==> src/rtl/uart_pkg.sv <==
// Shared UART definitions: transmitter FSM states, serial line levels and a parity helper.
// Used by uart_tx and its sub-modules; the line-level constants are also meant for the
// receiver on the same uart_clk domain.
package uart_pkg;

  typedef enum logic [2:0] {
    IDLE,
    START,
    DATA,
    PARITY,
    STOP
  } uart_tx_state_e;

  localparam logic UART_START_BIT  = 1'b0;
  localparam logic UART_STOP_BIT   = 1'b1;
  localparam logic UART_IDLE_LEVEL = 1'b1;

  // Parity over up to 9 data bits; unused upper bits must be zero.
  // odd = 0 gives even parity (XOR of the bits), odd = 1 gives its complement.
  function automatic logic uart_parity(logic [8:0] word, logic odd);
    return (^word) ^ odd;
  endfunction

endpackage

==> src/rtl/uart_tx_if.sv <==
// Host-side word handshake for the UART transmitter.
//   tx_data  : word to send, sampled only when the transmitter accepts it
//   tx_valid : tx_data is valid
//   tx_ready : transmitter can accept a word (idle)
// master = word source, slave = transmitter.
interface uart_tx_if #(
  parameter int unsigned DATA_WIDTH = 8
) ();

  logic [DATA_WIDTH-1:0] tx_data;
  logic                  tx_valid;
  logic                  tx_ready;

  modport master (
    output tx_data,
    output tx_valid,
    input  tx_ready
  );

  modport slave (
    input  tx_data,
    input  tx_valid,
    output tx_ready
  );

endinterface

==> src/rtl/uart_baud_tick.sv <==
// Bit-time counter shared by the UART transmitter and receiver.
// Counts 0..CLKS_PER_BIT-1 and wraps; bit_end is high during the last cycle of each bit.
// Ports:
//   uart_clk : clock, all logic on posedge
//   rst_n    : synchronous active-low reset
//   clear    : synchronous clear, holds the counter at 0
//   bit_end  : last cycle of the current bit time
module uart_baud_tick #(
  parameter int unsigned CLKS_PER_BIT = 1
) (
  input  logic uart_clk,
  input  logic rst_n,
  input  logic clear,
  output logic bit_end
);

  localparam int unsigned CntW = (CLKS_PER_BIT > 1) ? $clog2(CLKS_PER_BIT) : 1;
  localparam logic [CntW-1:0] CntMax = CntW'(CLKS_PER_BIT - 1);

  logic [CntW-1:0] cnt_q;

  assign bit_end = (cnt_q == CntMax);

  always_ff @(posedge uart_clk) begin
    if (!rst_n || clear) begin
      cnt_q <= '0;
    end else if (bit_end) begin
      cnt_q <= '0;
    end else begin
      cnt_q <= cnt_q + CntW'(1);
    end
  end

endmodule

==> src/rtl/uart_tx.sv <==
// UART transmitter: serialises DATA_WIDTH-bit words onto tx_out as
// start bit, LSB-first data, optional parity, STOP_BITS stop bits.
// Optional feature: define UART_TX_PARITY_EN to insert a parity bit after the data
// (even parity for PARITY_ODD = 0, odd for PARITY_ODD = 1).
// Ports:
//   uart_clk : clock, all logic on posedge
//   rst_n    : synchronous active-low reset; aborts any frame in progress
//   tx_if    : word handshake (tx_data / tx_valid in, tx_ready out, ready only in IDLE)
//   tx_out   : registered serial line, idles high
//   tx_busy  : frame in progress (~tx_ready)
//   tx_done  : one-cycle pulse in the cycle after the last stop-bit cycle
module uart_tx
  import uart_pkg::*;
#(
  parameter int unsigned DATA_WIDTH   = 8,
  parameter int unsigned CLKS_PER_BIT = 1,
  parameter int unsigned STOP_BITS    = 1,
  parameter int unsigned PARITY_ODD   = 0
) (
  input  logic       uart_clk,
  input  logic       rst_n,
  uart_tx_if.slave   tx_if,
  output logic       tx_out,
  output logic       tx_busy,
  output logic       tx_done
);

  if (DATA_WIDTH < 5 || DATA_WIDTH > 9 || CLKS_PER_BIT < 1 ||
      (STOP_BITS != 1 && STOP_BITS != 2) || PARITY_ODD > 1) begin : gen_bad_params
    $error("uart_tx: parameter out of range");
  end

  localparam int unsigned IdxW = $clog2(DATA_WIDTH);
  localparam logic [IdxW-1:0] IdxLast  = IdxW'(DATA_WIDTH - 1);
  localparam logic            StopLast = 1'(STOP_BITS - 1);

  uart_tx_state_e        state_q;
  logic [DATA_WIDTH-1:0] shift_q;
  logic [IdxW-1:0]       bit_idx_q;
  logic                  stop_cnt_q;
  logic                  tx_out_q;
  logic                  ready_q;
  logic                  done_q;
  logic                  bit_end;
  logic                  accept;
`ifdef UART_TX_PARITY_EN
  logic                  parity_q;
`endif

  // Counter is held at zero while idle so the start bit gets a full bit time.
  uart_baud_tick #(
    .CLKS_PER_BIT(CLKS_PER_BIT)
  ) u_baud_tick (
    .uart_clk(uart_clk),
    .rst_n   (rst_n),
    .clear   (state_q == IDLE),
    .bit_end (bit_end)
  );

  assign accept = tx_if.tx_valid && ready_q;

  always_ff @(posedge uart_clk) begin
    if (!rst_n) begin
      state_q    <= IDLE;
      shift_q    <= '0;
      bit_idx_q  <= '0;
      stop_cnt_q <= 1'b0;
      tx_out_q   <= UART_IDLE_LEVEL;
      ready_q    <= 1'b1;
      done_q     <= 1'b0;
`ifdef UART_TX_PARITY_EN
      parity_q   <= 1'b0;
`endif
    end else begin
      done_q <= 1'b0;
      unique case (state_q)
        IDLE: begin
          tx_out_q <= UART_IDLE_LEVEL;
          if (accept) begin
            state_q    <= START;
            shift_q    <= tx_if.tx_data;
            bit_idx_q  <= '0;
            stop_cnt_q <= 1'b0;
            tx_out_q   <= UART_START_BIT;
            ready_q    <= 1'b0;
`ifdef UART_TX_PARITY_EN
            // Parity from the captured word; tx_data may change during the frame.
            parity_q   <= uart_parity(9'(tx_if.tx_data), PARITY_ODD != 0);
`endif
          end
        end
        START: begin
          if (bit_end) begin
            state_q   <= DATA;
            bit_idx_q <= '0;
            tx_out_q  <= shift_q[0];
          end
        end
        DATA: begin
          if (bit_end) begin
            if (bit_idx_q == IdxLast) begin
`ifdef UART_TX_PARITY_EN
              state_q    <= PARITY;
              tx_out_q   <= parity_q;
`else
              state_q    <= STOP;
              tx_out_q   <= UART_STOP_BIT;
              stop_cnt_q <= 1'b0;
`endif
            end else begin
              // Next bit goes out now, so drive from bit 1 before the shift lands.
              shift_q   <= shift_q >> 1;
              tx_out_q  <= shift_q[1];
              bit_idx_q <= bit_idx_q + IdxW'(1);
            end
          end
        end
`ifdef UART_TX_PARITY_EN
        PARITY: begin
          if (bit_end) begin
            state_q    <= STOP;
            tx_out_q   <= UART_STOP_BIT;
            stop_cnt_q <= 1'b0;
          end
        end
`endif
        STOP: begin
          if (bit_end) begin
            if (stop_cnt_q == StopLast) begin
              state_q  <= IDLE;
              tx_out_q <= UART_IDLE_LEVEL;
              ready_q  <= 1'b1;
              done_q   <= 1'b1;
            end else begin
              stop_cnt_q <= stop_cnt_q + 1'b1;
            end
          end
        end
        default: begin
          state_q  <= IDLE;
          tx_out_q <= UART_IDLE_LEVEL;
          ready_q  <= 1'b1;
        end
      endcase
    end
  end

  assign tx_if.tx_ready = ready_q;
  assign tx_out         = tx_out_q;
  assign tx_busy        = ~ready_q;
  assign tx_done        = done_q;

endmodule
==> src/flat_wrapper.sv <==
// flat-port wrapper written by rule: the top's interface ports become plain ports
module uart_tx_flat import uart_pkg::*;
#(
  parameter int unsigned DATA_WIDTH   = 8,
  parameter int unsigned CLKS_PER_BIT = 1,
  parameter int unsigned STOP_BITS    = 1,
  parameter int unsigned PARITY_ODD   = 0
)
  (uart_clk, rst_n, tx_out, tx_busy, tx_done, tx_if_tx_data, tx_if_tx_valid, tx_if_tx_ready);
  uart_tx_if #(.DATA_WIDTH(DATA_WIDTH)) tx_if_i ();
  input  logic uart_clk;
  input  logic rst_n;
  output logic tx_out;
  output logic tx_busy;
  output logic tx_done;
  input wire logic [$bits(tx_if_i.tx_data)-1:0] tx_if_tx_data;
  input wire logic [$bits(tx_if_i.tx_valid)-1:0] tx_if_tx_valid;
  output wire logic [$bits(tx_if_i.tx_ready)-1:0] tx_if_tx_ready;
  assign tx_if_i.tx_data = tx_if_tx_data;
  assign tx_if_i.tx_valid = tx_if_tx_valid;
  assign tx_if_tx_ready = tx_if_i.tx_ready;
  uart_tx #(.DATA_WIDTH(DATA_WIDTH), .CLKS_PER_BIT(CLKS_PER_BIT), .STOP_BITS(STOP_BITS), .PARITY_ODD(PARITY_ODD)) u_core (.uart_clk(uart_clk), .rst_n(rst_n), .tx_if(tx_if_i), .tx_out(tx_out), .tx_busy(tx_busy), .tx_done(tx_done));
endmodule
==> config.mk <==
export PLATFORM = sky130hd
export DESIGN_NAME = uart_tx_flat
export DESIGN_NICKNAME = d
export VERILOG_FILES = /design/src/rtl/uart_pkg.sv /design/src/rtl/uart_tx_if.sv /design/src/rtl/uart_baud_tick.sv /design/src/rtl/uart_tx.sv /design/src/flat_wrapper.sv
export SDC_FILE = /design/constraint.sdc
export NUM_CORES = 1
export LEC_CHECK = 0
export BUFFER_PORTS_ARGS = -buffer_cell sky130_fd_sc_hd__buf_2
export CORE_MARGIN = 2
export CORE_UTILIZATION = 36
export CTS_CLUSTER_SIZE = 12
export DETAILED_ROUTE_END_ITERATION = 12
export PLACE_DENSITY_LB_ADDON = 0.15
export SKIP_CTS_REPAIR_TIMING = 1
export SLEW_MARGIN = 20
export SYNTH_ARGS = -nofsm -noshare
export SYNTH_HDL_FRONTEND = slang
export SYNTH_SLANG_ARGS = --single-unit
==> constraint.sdc <==
create_clock -name uart_clk -period 4 [get_ports uart_clk]
set_input_delay 0.6 -clock uart_clk [delete_from_list [all_inputs] [get_ports uart_clk]]
set_output_delay 0.6 -clock uart_clk [all_outputs]
set_load 0.005 [all_outputs]
==> results of run 1 <==
-- worst register-to-register path, stage by stage, from the launching register on --
cell and delay, ps:
dfxtp_1 340, ha_1 200, ha_1 250, or3b_1 440
a211oi_4 560, nor2b_1 100, o21a_1 190
-- metal layers --
| layer | share of wire | track usage | up-vias |
|---|---|---|---|
| met5 | 0 | 0 | - |
| met4 | 0.0073 | 0.0523 | 0 |
| met3 | 0.025 | 0.0302 | 2 |
| met2 | 0.42 | 0.187 | 6 |
| met1 | 0.55 | 0.180 | 325 |
| li1 | - | - | 379 |
-- synthesized netlist by cell type, drive strengths merged (2+ instances only) --
cell type and n:
dfxtp 18, nand2 10, o211a 8, mux2i 7, buf 6, nand2b 6, nor3b 4, a211oi 3
nand3b 3, a21boi 2, a21oi 2, a31oi 2, ha 2, inv 2, nand3 2, nand4bb 2
nor2b 2, nor3 2, o21a 2, or3b 2
-- power breakdown --
group / switching, mW / total, mW / internal, mW
sequential: 0.0144 / 0.208 / 0.194
combinational: 0.0296 / 0.0651 / 0.0355
clock: 0.0581 / 0.114 / 0.0554
-- layout make-up --
cell class | count | area [µm²]
Clock buffer | 4 | 36.3
Timing Repair Buffer | 15 | 77.6
Fill cell | 248 | 1430
Inverter | 2 | 7.51
Tap cell | 30 | 37.5
Sequential cell | 18 | 360
Multi-Input combinational cell | 70 | 548
-- layout by cell type (no fill, tap or decap), types with 3 or more instances in the layout --
master     n
buf_2     14
clkbuf_4   3
dfxtp_1   18
mux2i_1    7
nand2_1   10
nand2b_1   6
nand3b_1   3
nor3b_1    4
o211a_1    8
-- state kept, by name, indices dropped and copies added, names as in the netlist --
register,count
u_core.shift_q,8
u_core.bit_idx_q,3
u_core.state_q,3
u_core.tx_done,1
u_core.tx_if.tx_ready,1
u_core.tx_out,1
u_core.u_baud_tick.cnt_q,1
-- kinds of logic after synthesis --
logic type                 Yosys count  synth area share
AOI/OAI and AO/OA                   22             0.214
xor gates and xnor gates             1           0.00914
adders and majority gates            2            0.0261
buffers and inverters                9            0.0522
DFF                                 18             0.376
muxes                                7            0.0731
other                                1           0.00391
and+or+nand+nor                     37             0.245
-- final timing paths --
check / startpoint / cells past startpoint / endpoint / slack [ps]
max: u_core.bit_idx_q[0] / 6 / u_core.shift_q[7] / 1830
min: u_core.bit_idx_q[2] / 2 / u_core.bit_idx_q[2] / 480
max reg2reg: u_core.bit_idx_q[0] / 6 / u_core.shift_q[7] / 1830
min reg2reg: u_core.bit_idx_q[2] / 2 / u_core.bit_idx_q[2] / 480
-- stage by stage --
stage / instance area, µm² / total power, mW / cells
6_report: 1070 / 0.387 / 139
5_1_grt: 1070 / 0.409 / 139
4_1_cts: 1070 / 0.392 / 139
3_5_place_dp: 1030 / 0.277 / 135
3_3_place_gp: 1030 / 0.277 / 135
2_1_floorplan: 958 / 0.262 / 97
==> results.py, run 1 <==
metrics = {
    "sta": {
        "tightest_slew_ps": 594,
        "fin_tns_setup_ps": 0,
        "slew_viol_final": 0,
        "fmax_mhz": 461,
        "grt_setup_unrepaired": "false",
        "slew_headroom": 0.603,
        "timing.final.crit_share": 0.542,
        "period_needed_ps": 2170,
        "whs_ps": 479,
        "worst_slack_ps": 1830,
        "hold_violations": 0,
        "skew_ps": 1.05,
        "setup_viol": 0,
    },
    "clock_network": {
        "ctsRootBufferMaster": "clkbuf_4",
        "clock_latency_ps": 290,
        "path_clk_slew_ps": 110,
        "cts_sinks": 18,
        "cts_buffers": 3,
        "clockBufferDepth": 2,
        "cts_tree": "done",
        "cts_max_level": 1,
    },
    "detailed_routing": {
        "dr.pass1.iters": 4,
        "drc_errors": 0,
        "ant_nets": 0,
        "routed_via_density": 5.12,
        "drt_wl_total_mm": 1.77,
        "drt-initial-drc-count": 10,
        "drt-wirelength-per-cell_um": 12.8,
        "dr_total_vias": 712,
    },
    "floorplanning": {
        "die_area_mm2": 0.00309,
        "die-height_um": 55.6,
        "die_w_um": 55.6,
        "pin_count": 15,
        "core_area_mm2": 0.00250,
        "placementRows": 18,
        "start_util": 0.383,
    },
    "pwr": {
        "ir_drop_v": 0.000202,
        "leakage_nw": 0.462,
        "power_density_mw_per_mm2": 362,
    },
    "layout": {
        "final_core_util": 0.427,
        "diodes": 0,
        "final_nets": 123,
        "drive_gt1_frac": 0.202,
        "area_delta_synth_final_pct": 11.4,
    },
    "synth": {
        "synth-seq-cells": 18,
        "async_flop_share": 0,
        "seq_area_frac_synth": 0.376,
        "syn-mean-instance-area_um2": 9.88,
        "synthCells": 97,
        "synth.top_cell.area_share": 0.376,
        "synth-edff-count": 0,
        "syn_nets": 110,
        "ys_types": 34,
        "synthTopCellsByArea": "dfxtp_1 (38%), o211a_1 (8.4%), mux2i_1 (7.3%)",
        "synth_largest_area_cell": "dfxtp_1",
        "synthesis.area_um2": 958,
        "ys_warn_count": 0,
        "synth_flop_cell": "dfxtp_1",
    },
    "placement": {
        "dp_hpwl_mm": 1.21,
        "port_buffers": 14,
        "routabilityCongestion": 0.732,
        "post-place-ws_ps": 1860,
    },
    "global_routing": {
        "grt_pass1_wl_mm": 3.17,
        "first_global_vias": 712,
        "grt_max_degree": 17,
        "antenna_found_initial": 0,
        "track_usage": 0.128,
        "overflow": 0,
    },
    "worst_setup_path": {
        "crit_top_cell": "ha_1",
        "path_max_fanout": 15,
        "critical_path_class": "flop to flop",
        "critPathMaxStageDelay_ps": 560,
        "crit_buf_inv": 0,
        "path_cells": "ha_1, ha_1, or3b_1, a211oi_4, nor2b_1, o21a_1",
        "crit_path_start_kind": "flop",
        "critPathRequiredTime_ps": 4200,
        "cp.arrival_ps": 2370,
        "cp_slowest_cell": "a211oi_4",
        "path_delay_family": "compound AO/OA/AOI/OAI gates",
        "endpoint_kind": "flop",
    },
    "worst_hold_path": {
        "hold_path.class": "flop to flop",
    },
    "outcome": {
        "status": "finished clean",
    },
    "run": {
        "drv_cap": 0,
    },
}
No activity file was read; power rests on OpenSTA's default activity.
==> inputs of run 2 (changes only) <==
--- a/config.mk
+++ b/config.mk
@@ -5,6 +5,7 @@
 export SDC_FILE = /design/constraint.sdc
 export NUM_CORES = 1
 export LEC_CHECK = 0
+export ABC_AREA = 1
 export BUFFER_PORTS_ARGS = -buffer_cell sky130_fd_sc_hd__buf_2
 export CORE_MARGIN = 2
 export CORE_UTILIZATION = 36
==> constraint.sdc (replaced) <==
create_clock -name uart_clk -period 1.99 [get_ports uart_clk]
set_input_delay 0.2985 -clock uart_clk [delete_from_list [all_inputs] [get_ports uart_clk]]
set_output_delay 0.2985 -clock uart_clk [all_outputs]
set_load 0.005 [all_outputs]
==> run 2 against run 1 <==
Compared with the run above: sequential power rose to 2.7 times the previous value; count of clock-buffer cells in the layout is 1 lower; utilization decreased by 0.58 points; via count increased by 27%; worst hold slack worse by 220 ps; clock power grew 57%; fmax up 40%; cell count grew 30%; total power increased to 4.0 times the previous value; area after synthesis rose by 1.2%; critical endpoint is now u_core.shift_q[6]; largest power group is now combinational cells; highest routed layer unchanged.
==> results.py, run 2 <==
metrics = {
    "sta": {
        "skew_ps": 0.788,
        "timing.final.crit_share": 0.781,
        "slew_viol_final": 0,
        "period_needed_ps": 1550,
        "fin_tns_setup_ps": 0,
        "hold_violations": 0,
        "grt_setup_unrepaired": "false",
        "fmax_mhz": 644,
        "setup_viol": 0,
        "whs_ps": 260,
    },
    "floorplanning": {
        "start_util": 0.384,
        "die_w_um": 55.9,
        "core_area_mm2": 0.00252,
        "die_area_mm2": 0.00312,
        "pin_count": 15,
        "placementRows": 18,
        "die-height_um": 55.9,
    },
    "placement": {
        "routabilityCongestion": 0.757,
        "port_buffers": 14,
        "dp_hpwl_mm": 1.50,
        "dp_cells": 178,
    },
    "layout": {
        "diodes": 0,
        "final_common_cell": "nand2_1",
        "largest_reg_flops": 8,
        "final_cell_mix": "nand2_1 (47), nand3_1 (18), dfxtp_1 (18), buf_2 (14)",
        "drive_gt1_frac": 0.199,
        "final_nets": 166,
        "area_delta_synth_final_pct": 9.55,
        "final_core_util": 0.421,
        "top_register": "u_core.shift_q",
        "layout_top_registers": "u_core.shift_q: 8 flops, u_core.bit_idx_q: 3 flops, u_core.state_q: 3 flops",
        "layout.cells.non_filler": 181,
    },
    "synth": {
        "synth_largest_area_cell": "dfxtp_1",
        "synthesis.area_um2": 970,
        "synth_common_cells": "nand2_1 (47), dfxtp_1 (18), nand3_1 (18)",
        "ys_warn_count": 0,
        "yosysMostFrequentCell": "nand2_1",
        "syn-mean-instance-area_um2": 7.08,
        "seq_area_frac_synth": 0.372,
        "synth-edff-count": 0,
        "synth_flop_cell": "dfxtp_1",
        "synthTopCellsByArea": "dfxtp_1 (37%), nand2_1 (18%), nand3_1 (9.3%)",
        "synth-seq-cells": 18,
        "synth.top_cell.area_share": 0.372,
        "synthCells": 137,
        "async_flop_share": 0,
        "ys_types": 22,
        "syn_nets": 150,
    },
    "worst_setup_path": {
        "critPathMaxStageDelay_ps": 330,
        "crit_top_cell": "ha_1",
        "r2r_setup_slack_ps": 440,
        "critical_path_class": "flop to flop",
        "crit_path_start_kind": "flop",
        "critPathRequiredTime_ps": 2170,
        "cp_slowest_cell": "dfxtp_1",
        "path_max_fanout": 8,
        "path_cells": "ha_1, ha_1, nor2_1, nor2_4, inv_2, nand2_4, nand2_1, a21oi_1",
        "endpoint_kind": "flop",
        "cp.arrival_ps": 1730,
    },
    "clock_network": {
        "ctsRootBufferMaster": "clkbuf_4",
        "path_clk_slew_ps": 100,
        "cts_max_level": 1,
        "clock_latency_ps": 290,
        "clockBufferDepth": 2,
        "cts_buffers": 3,
        "cts_tree": "done",
        "cts_sinks": 18,
    },
    "detailed_routing": {
        "routed_via_density": 4.99,
        "dr.pass1.iters": 4,
        "ant_nets": 0,
        "drc_errors": 0,
        "drt_wl_total_mm": 2.01,
        "dr_total_vias": 903,
        "drt-wirelength-per-cell_um": 11.1,
        "drt-initial-drc-count": 18,
    },
    "worst_hold_path": {
        "hold_path.class": "primary input to flop",
    },
    "pwr": {
        "power_density_mw_per_mm2": 1470,
        "leakage_nw": 0.519,
        "ir_drop_v": 0.000631,
        "total_power_mw": 1.56,
    },
    "global_routing": {
        "grt_pass1_wl_mm": 3.42,
        "first_global_vias": 785,
        "overflow": 0,
        "track_usage": 0.139,
        "grt_max_degree": 14,
        "antenna_found_initial": 0,
    },
    "outcome": {
        "status": "finished clean",
    },
    "run": {
        "drv_cap": 0,
    },
}
==> run 2: cell types whose count changed after synthesis, sizes merged, moves of 7 or more <==
cell / previous run / this run
o211a: 8 / 0
a21oi: 2 / 12
nand2: 10 / 50
nand3: 2 / 19
nor2: 0 / 18
mux2i: 7 / 0
==> run 2: path summary, 6_finish.rpt <==
check | start | end | cells past startpoint
max | u_core.bit_idx_q[0] | u_core.shift_q[6] | 8
min | tx_if_tx_data[7] | u_core.shift_q[7] | 3
max reg2reg | u_core.bit_idx_q[0] | u_core.shift_q[6] | 8
min reg2reg | u_core.shift_q[7] | u_core.shift_q[7] | 2
==> run 2: final cells by class <==
| class | instances | area (µm²) |
|---|---|---|
| flip-flops and latches | 18 | 360 |
| clock buffers | 3 | 22.5 |
| multi-input cells | 107 | 538 |
| repair buffers | 14 | 70.1 |
| well taps | 30 | 37.5 |
| fillers | 275 | 1460 |
| inverters | 9 | 33.8 |
==> run 2: metrics by stage <==
stage	setup WS, ps	cell area [µm²]
final	436	1060
after global placement	484	1040
after floorplan	560	970
after global routing	296	1060
after CTS	422	1060
after detailed placement	440	1040
==> run 2: power by group <==
part / switching [mW] / leakage (nW) / internal, mW / total, mW
logic: 0.522 / 0.357 / 0.295 / 0.817
clock network: 0.109 / 0.0138 / 0.0705 / 0.179
registers: 0.0918 / 0.148 / 0.477 / 0.569
==> run 2: kinds of logic (layout without fill, tap and decap cells) <==
| family | count (synthesis) | in the layout | share of synthesized area |
|---|---|---|---|
| other cells | 1 | 1 | 0.00387 |
| flops | 18 | 18 | 0.372 |
| compound gates | 15 | 15 | 0.0916 |
| simple gates | 89 | 89 | 0.434 |
| fa+ha+maj | 2 | 2 | 0.0258 |
| buf+inv | 12 | 26 | 0.0735 |
==> run 2: critical path: cells and delay by family (launching register included) <==
kind                     cells  cell delay, ps
AO/OA/AOI/OAI                1              60
adder cells (fa/ha/maj)      2             440
buffers and inverters        1             140
flip-flops                   1             330
AND/OR/NAND/NOR              4             470
==> run 2: routing by layer <==
metal	routed length (µm)	GRT usage
met1	986	0.188
met2	914	0.213
met3	95	0.0488
met4	15	0.0306
met5	0	0
==> inputs of run 3 (changes only) <==
==> constraint.sdc (replaced) <==
create_clock -name uart_clk -period 1.3 [get_ports uart_clk]
set_input_delay 0.195 -clock uart_clk [delete_from_list [all_inputs] [get_ports uart_clk]]
set_output_delay 0.195 -clock uart_clk [all_outputs]
set_load 0.005 [all_outputs]
==> run 3 against run 2 <==
Compared with the run above: the run now ends with negative setup slack left; utilization rose by 10 points; worst hold slack got worse by 99 ps; sequential share of layout area is 6.3 points lower; global-route usage rose by 0.74 points; setup slack got worse by 470 ps; non-clock buffer count grew 17; clock skew grew 2.9 ps; combinational power rose by 130%; total power is 99% higher; cell count up 9.9%; critical endpoint is now u_core.shift_q[7].
==> results.py, run 3 (same netlist as run 2, synthesis figures left out) <==
metrics = {
    "outcome": {
        "status": "finished, violations left",
        "violations": "negative setup slack",
    },
    "sta": {
        "slew_viol_final": 0,
        "fmax_mhz": 748,
        "period_needed_ps": 1340,
        "timing.final.crit_share": 1.03,
        "setup_viol": 8,
        "skew_ps": 3.74,
        "whs_ps": 161,
        "hold_violations": 0,
        "grt_setup_unrepaired": "true",
        "worst_slack_ps": -37.3,
    },
    "worst_setup_path": {
        "r2r_setup_slack_ps": -40,
        "path_max_fanout": 8,
        "r2r-start": "u_core.state_q[0]",
        "endpoint_kind": "flop",
        "cp.arrival_ps": 1520,
        "critPathCapture": "u_core.shift_q[7]",
        "worstRegToRegCells": 8,
        "critical_path_class": "flop to flop",
        "critPathRequiredTime_ps": 1490,
        "crit_path_start_kind": "flop",
        "crit_path_start": "u_core.state_q[0]",
        "r2r-end": "u_core.shift_q[7]",
    },
    "clock_network": {
        "cts_tree": "done",
        "ctsRootBufferMaster": "clkbuf_4",
        "clock_latency_ps": 290,
        "path_clk_slew_ps": 110,
        "clockBufferDepth": 2,
        "cts_max_level": 1,
        "cts_sinks": 18,
        "cts_buffers": 3,
    },
    "layout": {
        "final_cell_mix": "nand2_1 (45), nand3_1 (16), buf_2 (14), buf_4 (13), dfxtp_1 (13)",
        "diodes": 0,
        "stdcell_area_mm2": 0.00133,
        "drive_gt1_frac": 0.379,
        "largest_reg_flops": 8,
        "area_delta_synth_final_pct": 36.8,
        "top_register": "u_core.shift_q",
        "final_common_cell": "nand2_1",
        "final_nets": 183,
        "layout_top_registers": "u_core.shift_q: 8 flops, u_core.bit_idx_q: 3 flops, u_core.state_q: 3 flops",
    },
    "floorplanning": {
        "placementRows": 18,
        "die_w_um": 55.9,
        "pin_count": 15,
        "die_area_mm2": 0.00312,
        "start_util": 0.384,
        "core_area_mm2": 0.00252,
        "die-height_um": 55.9,
    },
    "placement": {
        "port_buffers": 14,
        "detailed_place.area_mm2": 0.00114,
        "routabilityCongestion": 0.799,
        "dp_hpwl_mm": 1.57,
    },
    "pwr": {
        "ir_drop_v": 0.00141,
        "power_density_mw_per_mm2": 2350,
        "leakage_nw": 0.622,
    },
    "global_routing": {
        "grt_max_degree": 12,
        "overflow": 0,
        "grt_pass1_wl_mm": 3.61,
        "first_global_vias": 864,
        "track_usage": 0.146,
        "antenna_found_initial": 0,
    },
    "detailed_routing": {
        "drt-initial-drc-count": 33,
        "dr_total_vias": 971,
        "dr.pass1.iters": 4,
        "ant_nets": 0,
        "drc_errors": 0,
        "drt_wl_total_mm": 2.23,
        "drt-wirelength-per-cell_um": 11.2,
        "routed_via_density": 4.88,
    },
    "worst_hold_path": {
        "hold_path.class": "primary input to flop",
    },
    "run": {
        "drv_cap": 0,
    },
}
## run 3: per-layer routing
layer	up-vias	wire (µm)	track usage
li1	507	-	-
met1	449	1100	0.193
met2	13	1050	0.233
met3	2	56	0.0279
met4	0	19	0.0612
met5	-	0	0
## run 3: worst max-delay path, cell delays in order, from the launching register on
cell	delay, ps
dfxtp_2	370
nor2_4	180
nand2_4	120
buf_12	150
o21ai_4	60
buf_12	140
nand2_8	70
nand2_1	70
a21oi_2	50
## run 3: per-stage QoR
step / utilization / TNS [ps] / setup slack [ps] / cells / total power [mW]
floorplan: - / 0 / 11.8 / 137 / 1.95
global placement: 0.453 / -52.4 / -20.2 / 190 / 2.36
detailed placement: 0.453 / -419 / -61.0 / 190 / 2.37
CTS: 0.467 / -708 / -75.3 / 194 / 2.73
global route: 0.526 / -1240 / -123 / 199 / 3.40
finish: 0.526 / -230 / -37.3 / 199 / 3.11
## run 3: worst min-delay path by stage
| stage | from | to | slack [ps] | depth (start not counted) |
|---|---|---|---|---|
| 2_1_floorplan | tx_if_tx_data[7] | u_core.shift_q[7] | 340 | 2 |
| 3_3_place_gp | u_core.tx_out | u_core.tx_out | 440 | 2 |
| 3_5_place_dp | u_core.shift_q[4] | u_core.shift_q[4] | 450 | 2 |
| 4_1_cts | tx_if_tx_data[7] | u_core.shift_q[7] | 130 | 3 |
| 5_1_grt | tx_if_tx_data[7] | u_core.shift_q[7] | 150 | 3 |
| 6_report | tx_if_tx_data[7] | u_core.shift_q[7] | 160 | 3 |
## run 3: cell type report
class / count / area (µm²)
fillers: 263 / 1200
multi-input cells: 107 / 614
flip-flops and latches: 18 / 367
repair buffers: 31 / 230
inverters: 9 / 41.3
well taps: 30 / 37.5
clock buffers: 4 / 36.3
## run 3: power breakdown
part           switching (mW)  total [mW]  internal (mW)  leakage (nW)
logic                   0.972        1.84          0.872         0.451
registers               0.172       0.916          0.744         0.150
clock network           0.181       0.352          0.171        0.0210
